[src/rtl/execute_muldiv_pkg.sv]
// rtl/execute_muldiv_pkg.sv - shared types for the execute-stage multiply/divide unit
//
// Purpose: decoded ALU function enum, multiply/divide FSM states, XLEN-derived
// word types and the 32-bit extension helpers used for the W-variants.
// Ports: none (package).
package execute_muldiv_pkg;

  localparam int DATA_W = 64;
  localparam int WORD_W = 32;

  typedef logic [DATA_W-1:0] u64_t;
  typedef logic [WORD_W-1:0] u32_t;

  typedef enum logic [3:0] {
    ALU_ADD  = 4'd0,
    ALU_SUB  = 4'd1,
    ALU_AND  = 4'd2,
    ALU_OR   = 4'd3,
    ALU_XOR  = 4'd4,
    ALU_SLL  = 4'd5,
    ALU_SRL  = 4'd6,
    ALU_SRA  = 4'd7,
    ALU_SLT  = 4'd8,
    ALU_SLTU = 4'd9,
    ALU_MUL  = 4'd10,
    ALU_DIV  = 4'd11,
    ALU_DIVU = 4'd12,
    ALU_MOD  = 4'd13,
    ALU_MODU = 4'd14
  } alu_func_t;

  typedef enum logic [1:0] {
    IDLE = 2'd0,
    MUL  = 2'd1,
    DIV  = 2'd2,
    DONE = 2'd3
  } muldiv_state_t;

  function automatic u64_t sext32(input u32_t v);
    return {{(DATA_W-WORD_W){v[WORD_W-1]}}, v};
  endfunction

  function automatic u64_t zext32(input u32_t v);
    return {{(DATA_W-WORD_W){1'b0}}, v};
  endfunction

endpackage

[src/rtl/muldiv_divider.sv]
// rtl/muldiv_divider.sv - iterative restoring unsigned divider, one quotient bit per cycle
//
// Purpose: unsigned dividend/divisor in, quotient/remainder out after
// iter_count cycles. Sign handling and special cases live in the parent.
// Ports:
//   clk, reset        clock, synchronous active-high reset
//   start             load operands and begin (one cycle pulse)
//   flush             abandon the division in progress
//   iter_count        number of quotient bits to produce (32 or XLEN)
//   dividend, divisor unsigned operands (word operands in the low 32 bits)
//   done              high during the last iteration cycle
//   quotient,remainder values produced by the current iteration (valid with done)
module muldiv_divider #(
  parameter int XLEN  = 64,
  parameter int CNT_W = 7
) (
  input  logic             clk,
  input  logic             reset,
  input  logic             start,
  input  logic             flush,
  input  logic [CNT_W-1:0] iter_count,
  input  logic [XLEN-1:0]  dividend,
  input  logic [XLEN-1:0]  divisor,
  output logic             done,
  output logic [XLEN-1:0]  quotient,
  output logic [XLEN-1:0]  remainder
);

  logic             active_q, active_d;
  logic [CNT_W-1:0] cnt_q, cnt_d;
  logic [XLEN-1:0]  quo_q, quo_d;
  logic [XLEN-1:0]  rem_q, rem_d;
  logic [XLEN-1:0]  dsr_q, dsr_d;

  logic [CNT_W-1:0] align_sh;
  logic [XLEN:0]    rem_sh;
  logic [XLEN:0]    diff;
  logic [XLEN-1:0]  quo_step;
  logic [XLEN-1:0]  rem_step;

  // A short (word) division consumes only its top iter_count dividend bits,
  // so the dividend is pre-aligned to the MSB end of the shift register.
  assign align_sh = CNT_W'(XLEN) - iter_count;

  // The quotient register doubles as the dividend shifter: its MSB feeds the
  // partial remainder while new quotient bits enter at the LSB.
  assign rem_sh = {rem_q, quo_q[XLEN-1]};
  assign diff   = rem_sh - {1'b0, dsr_q};

  always_comb begin
    quo_step = {quo_q[XLEN-2:0], 1'b0};
    rem_step = rem_sh[XLEN-1:0];
    if (!diff[XLEN]) begin
      quo_step = {quo_q[XLEN-2:0], 1'b1};
      rem_step = diff[XLEN-1:0];
    end
  end

  assign done      = active_q && (cnt_q == CNT_W'(1));
  assign quotient  = quo_step;
  assign remainder = rem_step;

  always_comb begin
    active_d = active_q;
    cnt_d    = cnt_q;
    quo_d    = quo_q;
    rem_d    = rem_q;
    dsr_d    = dsr_q;
    if (flush) begin
      active_d = 1'b0;
    end else if (start) begin
      active_d = 1'b1;
      cnt_d    = iter_count;
      quo_d    = dividend << align_sh;
      rem_d    = '0;
      dsr_d    = divisor;
    end else if (active_q) begin
      cnt_d = cnt_q - CNT_W'(1);
      quo_d = quo_step;
      rem_d = rem_step;
      if (done) begin
        active_d = 1'b0;
      end
    end
  end

  always_ff @(posedge clk) begin
    if (reset) begin
      active_q <= 1'b0;
      cnt_q    <= '0;
      quo_q    <= '0;
      rem_q    <= '0;
      dsr_q    <= '0;
    end else begin
      active_q <= active_d;
      cnt_q    <= cnt_d;
      quo_q    <= quo_d;
      rem_q    <= rem_d;
      dsr_q    <= dsr_d;
    end
  end

endmodule

[src/rtl/execute_muldiv.sv]
// rtl/execute_muldiv.sv - multi-cycle multiply/divide unit of the execute stage
//
// Purpose: shift-add multiply and restoring divide, one bit per cycle, with
// RV64 W-variant handling, divide-by-zero / signed-overflow shortcuts and a
// valid/ready result handshake that stalls the pipeline while busy.
// Ports:
//   clk, reset           clock, synchronous active-high reset
//   in_valid / in_ready  operation offered / unit idle and able to accept
//   func, word           decoded ALU function and W-variant flag
//   srca, srcb           rs1 / rs2 values, captured only at accept
//   flush                squash any operation in flight
//   out_valid/out_ready  result available / consumer takes it
//   result               product low half, quotient or remainder
//   busy                 stall request (unit not idle)
module execute_muldiv
  import execute_muldiv_pkg::*;
#(
  parameter int XLEN  = DATA_W,
  parameter int CNT_W = 7
) (
  input  logic            clk,
  input  logic            reset,
  input  logic            in_valid,
  output logic            in_ready,
  input  alu_func_t       func,
  input  logic            word,
  input  logic [XLEN-1:0] srca,
  input  logic [XLEN-1:0] srcb,
  input  logic            flush,
  output logic            out_valid,
  input  logic            out_ready,
  output logic [XLEN-1:0] result,
  output logic            busy
);

  // W-variants deliver the sign-extended low word, even for unsigned ops.
  function automatic logic [XLEN-1:0] fix_word(input logic w, input logic [XLEN-1:0] v);
    return w ? sext32(v[31:0]) : v;
  endfunction

  muldiv_state_t    state_q, state_d;
  logic [CNT_W-1:0] cnt_q, cnt_d;
  logic [XLEN-1:0]  mcand_q, mcand_d;
  logic [XLEN-1:0]  mplier_q, mplier_d;
  logic [XLEN-1:0]  prod_q, prod_d;
  logic [XLEN-1:0]  result_q, result_d;
  logic             word_q, word_d;
  logic             sel_rem_q, sel_rem_d;
  logic             neg_quo_q, neg_quo_d;
  logic             neg_rem_q, neg_rem_d;

  logic             is_mul, is_div, is_signed, is_rem;
  logic [XLEN-1:0]  op_a, op_b, abs_a, abs_b, most_neg, special_res;
  logic             sign_a, sign_b, div_zero, div_ovf, special, accept;
  logic [CNT_W-1:0] n_iter;

  logic [XLEN-1:0]  prod_step;
  logic             mul_last;
  logic             div_start, div_done;
  logic [XLEN-1:0]  div_quo, div_rem, quo_signed, rem_signed;

  // Decode and operand conditioning, all evaluated in the accept cycle.
  assign is_mul    = (func == ALU_MUL);
  assign is_div    = func inside {ALU_DIV, ALU_DIVU, ALU_MOD, ALU_MODU};
  assign is_signed = func inside {ALU_DIV, ALU_MOD};
  assign is_rem    = func inside {ALU_MOD, ALU_MODU};

  assign op_a = !word ? srca : (is_signed ? sext32(srca[31:0]) : zext32(srca[31:0]));
  assign op_b = !word ? srcb : (is_signed ? sext32(srcb[31:0]) : zext32(srcb[31:0]));

  assign n_iter = word ? CNT_W'(32) : CNT_W'(XLEN);

  assign sign_a = is_signed & op_a[XLEN-1];
  assign sign_b = is_signed & op_b[XLEN-1];
  assign abs_a  = sign_a ? -op_a : op_a;
  assign abs_b  = sign_b ? -op_b : op_b;

  // Word operands are already sign-extended, so the 32-bit most-negative value
  // and -1 compare correctly against their 64-bit extended forms.
  assign most_neg = word ? sext32(32'h8000_0000) : {1'b1, {(XLEN-1){1'b0}}};
  assign div_zero = (op_b == '0);
  assign div_ovf  = is_signed && (op_a == most_neg) && (op_b == '1);
  assign special  = is_div && (div_zero || div_ovf);

  always_comb begin
    special_res = '0;
    if (div_zero) begin
      special_res = is_rem ? fix_word(word, op_a) : '1;
    end else begin
      special_res = is_rem ? '0 : fix_word(word, op_a);
    end
  end

  // Flush outranks accept, and unknown functions are simply not taken.
  assign accept = in_valid && in_ready && !flush && (is_mul || is_div);

  assign prod_step = mplier_q[0] ? (prod_q + mcand_q) : prod_q;
  assign mul_last  = (state_q == MUL) && (cnt_q == CNT_W'(1));

  assign div_start  = accept && is_div && !special;
  assign quo_signed = neg_quo_q ? -div_quo : div_quo;
  assign rem_signed = neg_rem_q ? -div_rem : div_rem;

  muldiv_divider #(
    .XLEN  (XLEN),
    .CNT_W (CNT_W)
  ) u_divider (
    .clk        (clk),
    .reset      (reset),
    .start      (div_start),
    .flush      (flush),
    .iter_count (n_iter),
    .dividend   (abs_a),
    .divisor    (abs_b),
    .done       (div_done),
    .quotient   (div_quo),
    .remainder  (div_rem)
  );

  // FSM: state register
  always_ff @(posedge clk) begin
    if (reset) begin
      state_q <= IDLE;
    end else begin
      state_q <= state_d;
    end
  end

  // FSM: next state
  always_comb begin
    state_d = state_q;
    if (flush) begin
      state_d = IDLE;
    end else begin
      case (state_q)
        IDLE: begin
          if (accept) begin
            state_d = special ? DONE : (is_mul ? MUL : DIV);
          end
        end
        MUL:     if (mul_last)  state_d = DONE;
        DIV:     if (div_done)  state_d = DONE;
        DONE:    if (out_ready) state_d = IDLE;
        default: state_d = IDLE;
      endcase
    end
  end

  // FSM: outputs
  always_comb begin
    in_ready  = (state_q == IDLE);
    busy      = (state_q != IDLE);
    out_valid = (state_q == DONE);
  end

  assign result = result_q;

  // Datapath: operand capture, multiply iteration and final result fix-up.
  always_comb begin
    cnt_d     = cnt_q;
    mcand_d   = mcand_q;
    mplier_d  = mplier_q;
    prod_d    = prod_q;
    result_d  = result_q;
    word_d    = word_q;
    sel_rem_d = sel_rem_q;
    neg_quo_d = neg_quo_q;
    neg_rem_d = neg_rem_q;
    if (!flush) begin
      if (accept) begin
        word_d    = word;
        sel_rem_d = is_rem;
        neg_quo_d = sign_a ^ sign_b;
        neg_rem_d = sign_a;
        cnt_d     = n_iter;
        mcand_d   = op_a;
        mplier_d  = op_b;
        prod_d    = '0;
        if (special) begin
          result_d = special_res;
        end
      end else if (state_q == MUL) begin
        cnt_d    = cnt_q - CNT_W'(1);
        mcand_d  = mcand_q << 1;
        mplier_d = mplier_q >> 1;
        prod_d   = prod_step;
        if (mul_last) begin
          result_d = fix_word(word_q, prod_step);
        end
      end else if ((state_q == DIV) && div_done) begin
        result_d = fix_word(word_q, sel_rem_q ? rem_signed : quo_signed);
      end
    end
  end

  always_ff @(posedge clk) begin
    if (reset) begin
      cnt_q     <= '0;
      mcand_q   <= '0;
      mplier_q  <= '0;
      prod_q    <= '0;
      result_q  <= '0;
      word_q    <= 1'b0;
      sel_rem_q <= 1'b0;
      neg_quo_q <= 1'b0;
      neg_rem_q <= 1'b0;
    end else begin
      cnt_q     <= cnt_d;
      mcand_q   <= mcand_d;
      mplier_q  <= mplier_d;
      prod_q    <= prod_d;
      result_q  <= result_d;
      word_q    <= word_d;
      sel_rem_q <= sel_rem_d;
      neg_quo_q <= neg_quo_d;
      neg_rem_q <= neg_rem_d;
    end
  end

endmodule

[config.mk]
export PLATFORM = sky130hd
export DESIGN_NAME = execute_muldiv
export DESIGN_NICKNAME = d
export VERILOG_FILES = /design/src/rtl/execute_muldiv_pkg.sv /design/src/rtl/muldiv_divider.sv /design/src/rtl/execute_muldiv.sv
export SDC_FILE = /design/constraint.sdc
export NUM_CORES = 2
export LEC_CHECK = 0
export BUFFER_PORTS_ARGS = -buffer_cell sky130_fd_sc_hd__buf_4
export CORE_MARGIN = 1.5
export CORE_UTILIZATION = 30
export CTS_CLUSTER_SIZE = 24
export DETAILED_ROUTE_END_ITERATION = 6
export PLACE_DENSITY = 0.51
export SYNTH_ARGS = -nofsm -noshare
export SYNTH_HDL_FRONTEND = slang
export SYNTH_HIERARCHICAL = 1
export SYNTH_SLANG_ARGS = --single-unit
export TNS_END_PERCENT = 50
[constraint.sdc]
create_clock -name clk -period 15.43 [get_ports clk]
set_clock_uncertainty 0.15 [all_clocks]
set_input_delay 2.3145 -clock clk [delete_from_list [all_inputs] [get_ports clk]]
set_output_delay 2.3145 -clock clk [all_outputs]
set_load 0.05 [all_outputs]
==> results.tsv <==
metric	value	unit
status	completed	
initial core utilization	30.22	%
min Tclk post-route	7.835	ns
Arr. time, crit path	8.26	ns
Final Setup Violations	0	
Vias/cell	5.941	
fin crit share	50.78	%
wire length per cell	25.77	µm
Fin. Hold Viols	0	
crit end category	flop	
syn_area_per_cell	7.151	µm²
commonest non-fill, non-tap cell in the layout	nand2_1	
die width	369.5	µm
Tot GR Track Use	26.46	%
post-synthesis cell type count	108	
root buffer cell	clkbuf_16	
fin area	44560	µm²
fmax	127.6	MHz
placed cell areas	42600	µm²
Setup crit start	u_divider/quo_q[63]$_SDFFE_PP0P_	
ys flop type	dfxtp_1	
Bufs on Longest Clock Path	3	
post-cts resize count	0	
Area Overhead vs Synth	10.60	%
Pre-antenna DRT Iters	7	
FILL cells	14430	
overall die height	369.5	µm
Crit Path Class	reg -> reg	
CTS H-Tree Depth	2	
leakage	0.01680	µW
nets@finish	5786	
post-DP HPWL	144300	µm
Worst Setup Start Kind	flop	
vias	43485	
largest net degree at the start of global routing	186	
number of antenna violations at the first check in global routing	16	
most frequent cells in the layout	nand2_1 (849), nor2_1 (587), a21oi_1 (504)	
worst reg-to-reg setup slack	7.59	ns
Yosys reg bits	469	
Placer Congestion	1.017	
CTS buffer count	59	
required time worst endpoint	15.86	ns
Post-Syn Area	40290	µm²
Clock Sinks	469	
Max-Cap Viols	0	
asr flop ratio synth	0	%
Max-slew headroom	10.94	%
IO buf count	204	
core area	133300	µm²
hold_sp	mplier_q[52]$_SDFFE_PP0P_	
Die Area	136500	µm²
residual DRC count	0	
hold endpoint	mplier_q[52]$_SDFFE_PP0P_	
CTS tree	yes	
FF-to-FF Start	u_divider/quo_q[63]$_SDFFE_PP0P_	
proportion of layout cells with a drive suffix above 1	9.604	%
Hold Path Class	reg -> reg	
worst slew pin tran	1.326	ns
Clk Latency, worst-skew pair	0.72	ns
reg2reg end	result[56]$_SDFFE_PP0P_	
Post-synth EDFFs	0	
CTS Hold Buffers Added	0	
first-pass GRT wire length	273400	µm
Worst R2R Path Depth	23	
TNS Setup	0	ns
pwr dens	90.85	nW/µm²
sequential fraction of the synthesis area	23.31	%
DRT iter0 DRCs	5037	
Slew Limit Fails	0	
Ports	205	
Routed WL	188600	µm
YS warnings	6	
final core area utilization	33.43	%
Post-CTS Setup Inserts	0	
Gate Count Post-Synth	5634	
Hold Crit Depth	2	
GRT overflow	0	
maximum vdd ir drop	98.36	µV
vias in the first global route	39922	
row cnt	134	
Antenna Nets Post-Route	0	
crit path max fanout	66	
unrepaired setup endpoints after global routing	no	
multi-input logic area	28340	µm²
Sequential Area	9393	µm²
Worst-path clk slew	0.06	ns
## Yosys cell counts (17+ instances only)
master	count	area, µm²
or2_2	25	156.4
o211ai_1	100	750.7
and3_1	30	187.7
nand2b_1	21	131.4
a222oi_1	18	180.2
nand3_1	98	490.5
a31oi_1	46	287.8
a22o_1	64	560.5
xor2_1	164	1436
a311oi_1	79	691.9
mux2_2	37	416.7
nor2_1	593	2226
nor2b_1	42	262.8
buf_4	65	488.0
ha_1	141	1764
mux4_2	27	608.1
o41ai_1	32	280.3
o31ai_1	77	578.1
o22ai_1	21	131.4
a221o_1	20	200.2
buf_1	44	165.2
o21ai_0	315	1577
o21ai_1	46	230.2
a21boi_0	17	127.6
clkbuf_1	348	1306
mux2i_1	82	820.8
inv_1	138	518.0
and2_1	17	106.4
nor3_1	135	675.7
o21bai_1	36	270.3
a211oi_1	89	668.1
o21a_1	18	135.1
or3_1	35	219.0
nand4_1	65	406.6
nor4_1	53	331.6
a22oi_1	60	450.4
dfxtp_1	469	9389
or4_1	30	225.2
a21o_1	103	773.2
xnor2_1	197	1725
a21oi_1	504	2522
nand2_1	849	3187
a221oi_1	33	289.0
## metal layers
metal | vias up | global-route usage (%) | wire (µm)
met5 | - | 0 | 34
met2 | 2073 | 39.85 | 80040
met3 | 388 | 4.102 | 15750
met1 | 20836 | 36.66 | 82830
met4 | 6 | 12.52 | 9994
li1 | 20182 | - | -
## power by group
part / total [µW] / switching [µW] / internal (µW)
clock network: 1450 / 621 / 827
registers: 1260 / 24.0 / 1230
logic: 1340 / 934 / 410
## kinds of logic (layout without fill, tap and decap cells)
kind of cell | Yosys count | after routing | synth area share (%)
multiplexers | 149 | 149 | 4.693
buffers and inverters | 629 | 527 | 6.889
flip-flops | 469 | 469 | 23.31
other | 1 | 21 | 0.009308
XOR/XNOR | 362 | 362 | 7.889
AO/OA/AOI/OAI | 1819 | 1819 | 29.87
adder cells (fa/ha/maj) | 143 | 143 | 4.479
AND/OR/NAND/NOR | 2062 | 2062 | 22.86
## stage by stage
stage / setup WS, ns / hold slack [ns] / instances / power [µW]
after floorplan: 9.182 / 0.2821 / 5652 / 2133
after global placement: 7.605 / 0.2898 / 7212 / 2573
after detailed placement: 7.536 / 0.2936 / 7212 / 2570
after CTS: 7.699 / 0.3014 / 7318 / 4023
after global routing: 7.089 / 0.3171 / 7318 / 4195
final: 7.595 / 0.3016 / 7320 / 4048
## worst max-delay path, stage by stage, from the launching register on
cell      delay, ns
dfxtp_1        0.33
inv_1          0.09
ha_1           0.25
fa_1           0.41
nor2b_1        0.19
o211ai_1       0.15
a211oi_1       0.55
or2_0          0.21
o31ai_2        0.10
buf_4          0.18
o211ai_2       0.26
xnor2_4        0.15
buf_4          0.37
buf_4          0.58
o21ai_1        0.31
or3_1          0.39
or4_1          0.55
or3_2          0.54
mux2i_1        0.16
a211oi_2       0.38
a31o_2         0.43
a21o_1         0.29
nand2_1        0.26
o32ai_1        0.35
## registers in the layout, indices dropped and copies added, names as in the netlist
| register | cells |
|---|---|
| cnt_q | 7 |
| mcand_q | 64 |
| mplier_q | 64 |
| neg_quo_q | 1 |
| neg_rem_q | 1 |
| prod_q | 64 |
| result | 64 |
| sel_rem_q | 1 |
| state_q | 2 |
| u_divider/active_q | 1 |
| u_divider/cnt_q | 7 |
| u_divider/dsr_q | 64 |
| u_divider/quo_q | 64 |
| u_divider/rem_q | 64 |
| word_q | 1 |
## worst max path at each step
stage                                       end  cells after the start
2_1_floorplan  u_divider/quo_q[61]$_SDFFE_PP0P_                     19
3_3_place_gp    u_divider/quo_q[2]$_SDFFE_PP0P_                     15
3_5_place_dp    u_divider/quo_q[0]$_SDFFE_PP0P_                     15
4_1_cts                 result[56]$_SDFFE_PP0P_                     23
5_1_grt                 result[56]$_SDFFE_PP0P_                     23
6_report                result[56]$_SDFFE_PP0P_                     23
## cell type report
type                            count  share of cell area [%]
Sequential cell                   469                   21.08
Multi-Input combinational cell   4554                   63.60
Clock buffer                       83                   3.695
Timing Repair Buffer              278                   4.757
Antenna cell                        2                 0.01123
Tap cell                         1768                   4.965
Clock inverter                     23                  0.6852
Inverter                          143                   1.205
Power figures use the tool's default switching activity.
